## src/rtl/eclair_pkg.sv

```systemverilog
// eclair_pkg: shared control-store widths and loader state encoding.
package eclair_pkg;
  localparam int CS_ADDR_WIDTH = 8;
  localparam int CS_DATA_WIDTH = 64;
  typedef enum logic [2:0] {IDLE, CP_ADDR, CP_WRITE, VF_ADDR, VF_CMP, DONE} cs_state_t;
endpackage

```

## src/rtl/cs_loader_counter.sv

```systemverilog
// cs_loader_counter: address counter with synchronous preset load and count enable.
module cs_loader_counter #(
  parameter int WIDTH = 8
) (
  input  logic             clk,
  input  logic             reset,
  input  logic             load,
  input  logic [WIDTH-1:0] preset,
  input  logic             en,
  output logic [WIDTH-1:0] count
);
  always_ff @(posedge clk or posedge reset)
    if (reset) count <= '0;
    else if (load) count <= preset;
    else if (en) count <= count + 1'b1;
endmodule

```

## src/rtl/cs_loader.sv

```systemverilog
// cs_loader: copies microcode EPROM into control store RAM at 2 cycles/word.
// Define CS_LOADER_VERIFY_EN to add a read-back verify pass with a sticky error flag.
module cs_loader
  import eclair_pkg::*;
#(
  parameter int ADDR_WIDTH = CS_ADDR_WIDTH,
  parameter int DATA_WIDTH = CS_DATA_WIDTH
) (
  input  logic                  clk,
  input  logic                  reset,
  input  logic                  reload,
  output logic [ADDR_WIDTH-1:0] rom_addr,
  input  logic [DATA_WIDTH-1:0] rom_data,
  output logic [ADDR_WIDTH-1:0] ram_addr,
  output logic [DATA_WIDTH-1:0] ram_wdata,
  output logic                  ram__w,
  input  logic [DATA_WIDTH-1:0] ram_rdata,
  output logic                  busy,
  output logic                  ready,
  output logic                  error
);
`ifdef CS_LOADER_VERIFY_EN
  localparam cs_state_t COPY_END = VF_ADDR;
`else
  localparam cs_state_t COPY_END = DONE;
`endif
  cs_state_t state, next;
  logic [ADDR_WIDTH-1:0] addr;
  logic last, load, en;
  assign last = &addr;
  assign load = state == IDLE || (state == DONE && reload);
  assign en = state == CP_WRITE || state == VF_CMP;
  assign rom_addr = addr;
  assign ram_addr = addr;
  cs_loader_counter #(.WIDTH(ADDR_WIDTH)) u_addr (
    .clk(clk),
    .reset(reset),
    .load(load),
    .preset({ADDR_WIDTH{1'b0}}),
    .en(en),
    .count(addr)
  );
  always_comb begin
    next = state;
    case (state)
      IDLE:     next = CP_ADDR;
      CP_ADDR:  next = CP_WRITE;
      CP_WRITE: next = last ? COPY_END : CP_ADDR;
      VF_ADDR:  next = VF_CMP;
      VF_CMP:   next = last ? DONE : VF_ADDR;
      DONE:     next = reload ? CP_ADDR : DONE;
      default:  next = IDLE;
    endcase
  end
  // Strobes and status are registered from the next state so they align with it.
  always_ff @(posedge clk or posedge reset)
    if (reset) begin
      state     <= IDLE;
      ram_wdata <= '0;
      ram__w    <= 1'b1;
      busy      <= 1'b0;
      ready     <= 1'b0;
    end else begin
      state <= next;
      if (state == CP_ADDR) ram_wdata <= rom_data;
      ram__w <= next != CP_WRITE;
      busy   <= next != IDLE && next != DONE;
      ready  <= next == DONE;
    end
`ifdef CS_LOADER_VERIFY_EN
  always_ff @(posedge clk or posedge reset)
    if (reset) error <= 1'b0;
    else if (state == DONE && reload) error <= 1'b0;
    else if (state == VF_CMP && ram_rdata != rom_data) error <= 1'b1;
`else
  logic unused_rdata;
  assign unused_rdata = ^ram_rdata;
  assign error = 1'b0;
`endif
endmodule

```

## config.mk

```make
export PLATFORM = sky130hd
export DESIGN_NAME = cs_loader
export DESIGN_NICKNAME = d
export VERILOG_FILES = /design/src/rtl/eclair_pkg.sv /design/src/rtl/cs_loader_counter.sv /design/src/rtl/cs_loader.sv
export SDC_FILE = /design/constraint.sdc
export NUM_CORES = 1
export LEC_CHECK = 0
export CAP_MARGIN = 20
export CORE_MARGIN = 5
export CORE_UTILIZATION = 25
export CTS_BUF_LIST = sky130_fd_sc_hd__clkbuf_8
export DETAILED_ROUTE_END_ITERATION = 10
export DONT_BUFFER_PORTS = 1
export PLACE_DENSITY_LB_ADDON = 0.08
export SYNTH_ARGS = -nofsm -noshare
export SYNTH_HDL_FRONTEND = slang
export SYNTH_SLANG_ARGS = --single-unit
```

## constraint.sdc

```tcl
create_clock -name clk -period 2.38 [get_ports clk]
set_input_delay 0.238 -clock clk [delete_from_list [all_inputs] [get_ports clk]]
set_output_delay 0.238 -clock clk [all_outputs]
set_load 0.02 [all_outputs]
```

==> results.toml <==
[timing]
final-hold-violation-count = 0
finalClockSkew_ns = 0.00436
period_share_pct = 76.9
tns_ns = 0
maxSlewHeadroom_pct = 62.0
rsz0062_at_grt = "false"
tightest_slew_ns = 0.570
period_needed_ns = 1.83
final_max_slew_viol_count = 0
fin_ws_ns = 0.549
max_freq_mhz = 546
setup_viol_count_final = 0

[placement]
place_congestion = 0.690
dp_hpwl_um = 4870
place_ws_ns = 0.567
io_buffers = 0

[die]
fp.coreArea_sq_um = 12600
die_w_um = 123
ios = 215
start_util_pct = 25.4
die_h_um = 123
die_area_sq_um = 15200
num_rows = 41

[clock_network]
cts_setup_buffers = 0
cts-buffers-inserted = 9
ctsResizeCount = 0
cts_tree = "done"
cts.sinks = 78
htreeDepth = 3
cts_hold_repair.buffers = 65
root_buffer = "clkbuf_8"
clockBufferDepth = 2
path_clk_slew_ns = 0.08
worstSkewPairLatency_ns = 0.36

[final_layout]
diodes = 0
seqCellArea_sq_um = 1950
fillers = 1276
drive_above_1_share_pct = 10.6
layout_common_cells = "77 x dfrtp_1, 65 x dlygate4sd3_1, 64 x mux2_1, 9 x clkbuf_8, 8 x buf_4"
area_delta_synth_final_pct = 33.0
final_common_cell = "dfrtp_1"
layout.nets = 420
multi_input_area_sq_um = 1120

[run]
cap_violations = 0

[setup_path]
path_class = "flop to flop"
r2r_slack_ns = 0.55
startpoint_type = "flop"
cp-end-kind = "flop"
crit_fanout = 65
cp_data_arrival_time_ns = 2.07
cp_data_required_time_ns = 2.62

[synthesis]
synth-seq-area-share_pct = 60.9
synth_area_leader_cell = "dfrtp_1"
syn_area_per_cell_sq_um = 14.4
synth_edf_count = 0
yosysTopAreaCellShare_pct = 60.1
synth-seq-cells = 78
synthFlopType = "dfrtp_1"
async_flop_share_pct = 100
synth_area_leaders = "dfrtp_1 60%, mux2_1 22%, buf_4 3.3%, dfstp_2 0.82%, nand4b_1 0.82%"
ys_types = 43
syn-instance-count = 222
netlist_area_sq_um = 3210
yosys_warnings = 0
synth_nets = 354

[power]
power.density_nw_per_um2 = 638
p_leak_nw = 1.79
ir_drop_mv = 0.414

[global_routing]
grt_antenna_before_repair = 0
grt_usage_pct = 9.82
grt_pass1_vias = 2217
grt_max_degree = 79
grt_pass1_wl_um = 11300
overflow = 0

[route]
first_pass_iters = 4
antenna_left = 0
drt-initial-drc-count = 76
vias = 2024
via_per_inst = 4.35
wl_um = 7350
wl_per_cell_um = 15.8
remaining_drc_errors = 0

[worst_hold_path]
hold_class = "primary input to flop"

[run_status]
status = "finished clean"
kinds of logic after synthesis:
logic type	count (synthesis)	synth area share (%)
AO/OA/AOI/OAI	21	4.80
flip-flops	78	60.9
XOR/XNOR	1	0.273
multiplexers	67	23.4
other	1	0.117
adder cells (fa/ha/maj)	2	0.702
AND/OR/NAND/NOR	29	5.31
buffers and inverters	23	4.45
Yosys cell counts, drive strengths merged (3+ instances only):
library cell and n:
dfrtp 77, mux2 65, buf 17, a21oi 5, nand2 5, nand3 4
clkbuf 3, inv 3, nand4b 3, nor2 3
power by group:
group | total, W | switching, W | internal [W] | leakage [nW]
Sequential | 0.00149 | 0.000108 | 0.00138 | 0.918
Clock | 0.00108 | 0.000493 | 0.000584 | 0.110
Combinational | 0.000158 | 0.0000552 | 0.000103 | 0.762
Total | 0.00272 | 0.000656 | 0.00207 | 1.79
stage by stage:
stage / area (sq um) / utilization (%) / power, W / cells / hold slack [ns]
finish: 4260 / 33.8 / 0.00272 / 465 / 0.171
global route: 4260 / 33.8 / 0.00286 / 465 / 0.140
CTS: 4260 / 33.8 / 0.00281 / 465 / 0.125
detailed placement: 3400 / 26.9 / 0.00159 / 384 / 0.255
global placement: 3400 / 26.9 / 0.00159 / 384 / 0.257
floorplan: 3210 / - / 0.00156 / 222 / 0.373
sequential cells by signal, summed over array words and instances, names as in the netlist:
name / flops
busy: 1
ram__w: 1
u_addr.count: 8
state: 3
ram_wdata: 64
ready: 1
critical path, cell delays in order (launching register included):
cell and delay (ns):
dfrtp_1 0.62, nand2b_1 0.21, nor2_4 0.14, buf_12 0.31, mux2_1 0.38
layer usage:
metal	vias to the layer above	global-route usage (%)	wire, um
met5	-	0	0
met4	0	5.67	195
met3	12	4.71	847
met2	89	16.1	3520
met1	1003	10.2	2780
li1	920	-	-
final cells by class:
cell class / instances / area share (%)
clock inverters: 7 / 2.11
flip-flops and latches: 78 / 45.8
well taps: 172 / 5.05
inverters: 3 / 0.293
multi-input cells: 121 / 26.2
clock buffers: 9 / 2.90
repair buffers: 75 / 17.6
path summary, 6_finish.rpt:
kind                               startpoint       endpoint  cells past startpoint
worst max register to register       state[0]  ram_wdata[37]                      4
max in group asynchronous               reset         ram__w                      3
worst min register to register  ram_wdata[23]  ram_wdata[23]                      1
worst max-delay path                 state[0]  ram_wdata[37]                      4
worst min-delay path                   reload       state[2]                      2
min in group asynchronous               reset       state[1]                      3
No activity file was read; power rests on OpenSTA's default activity.
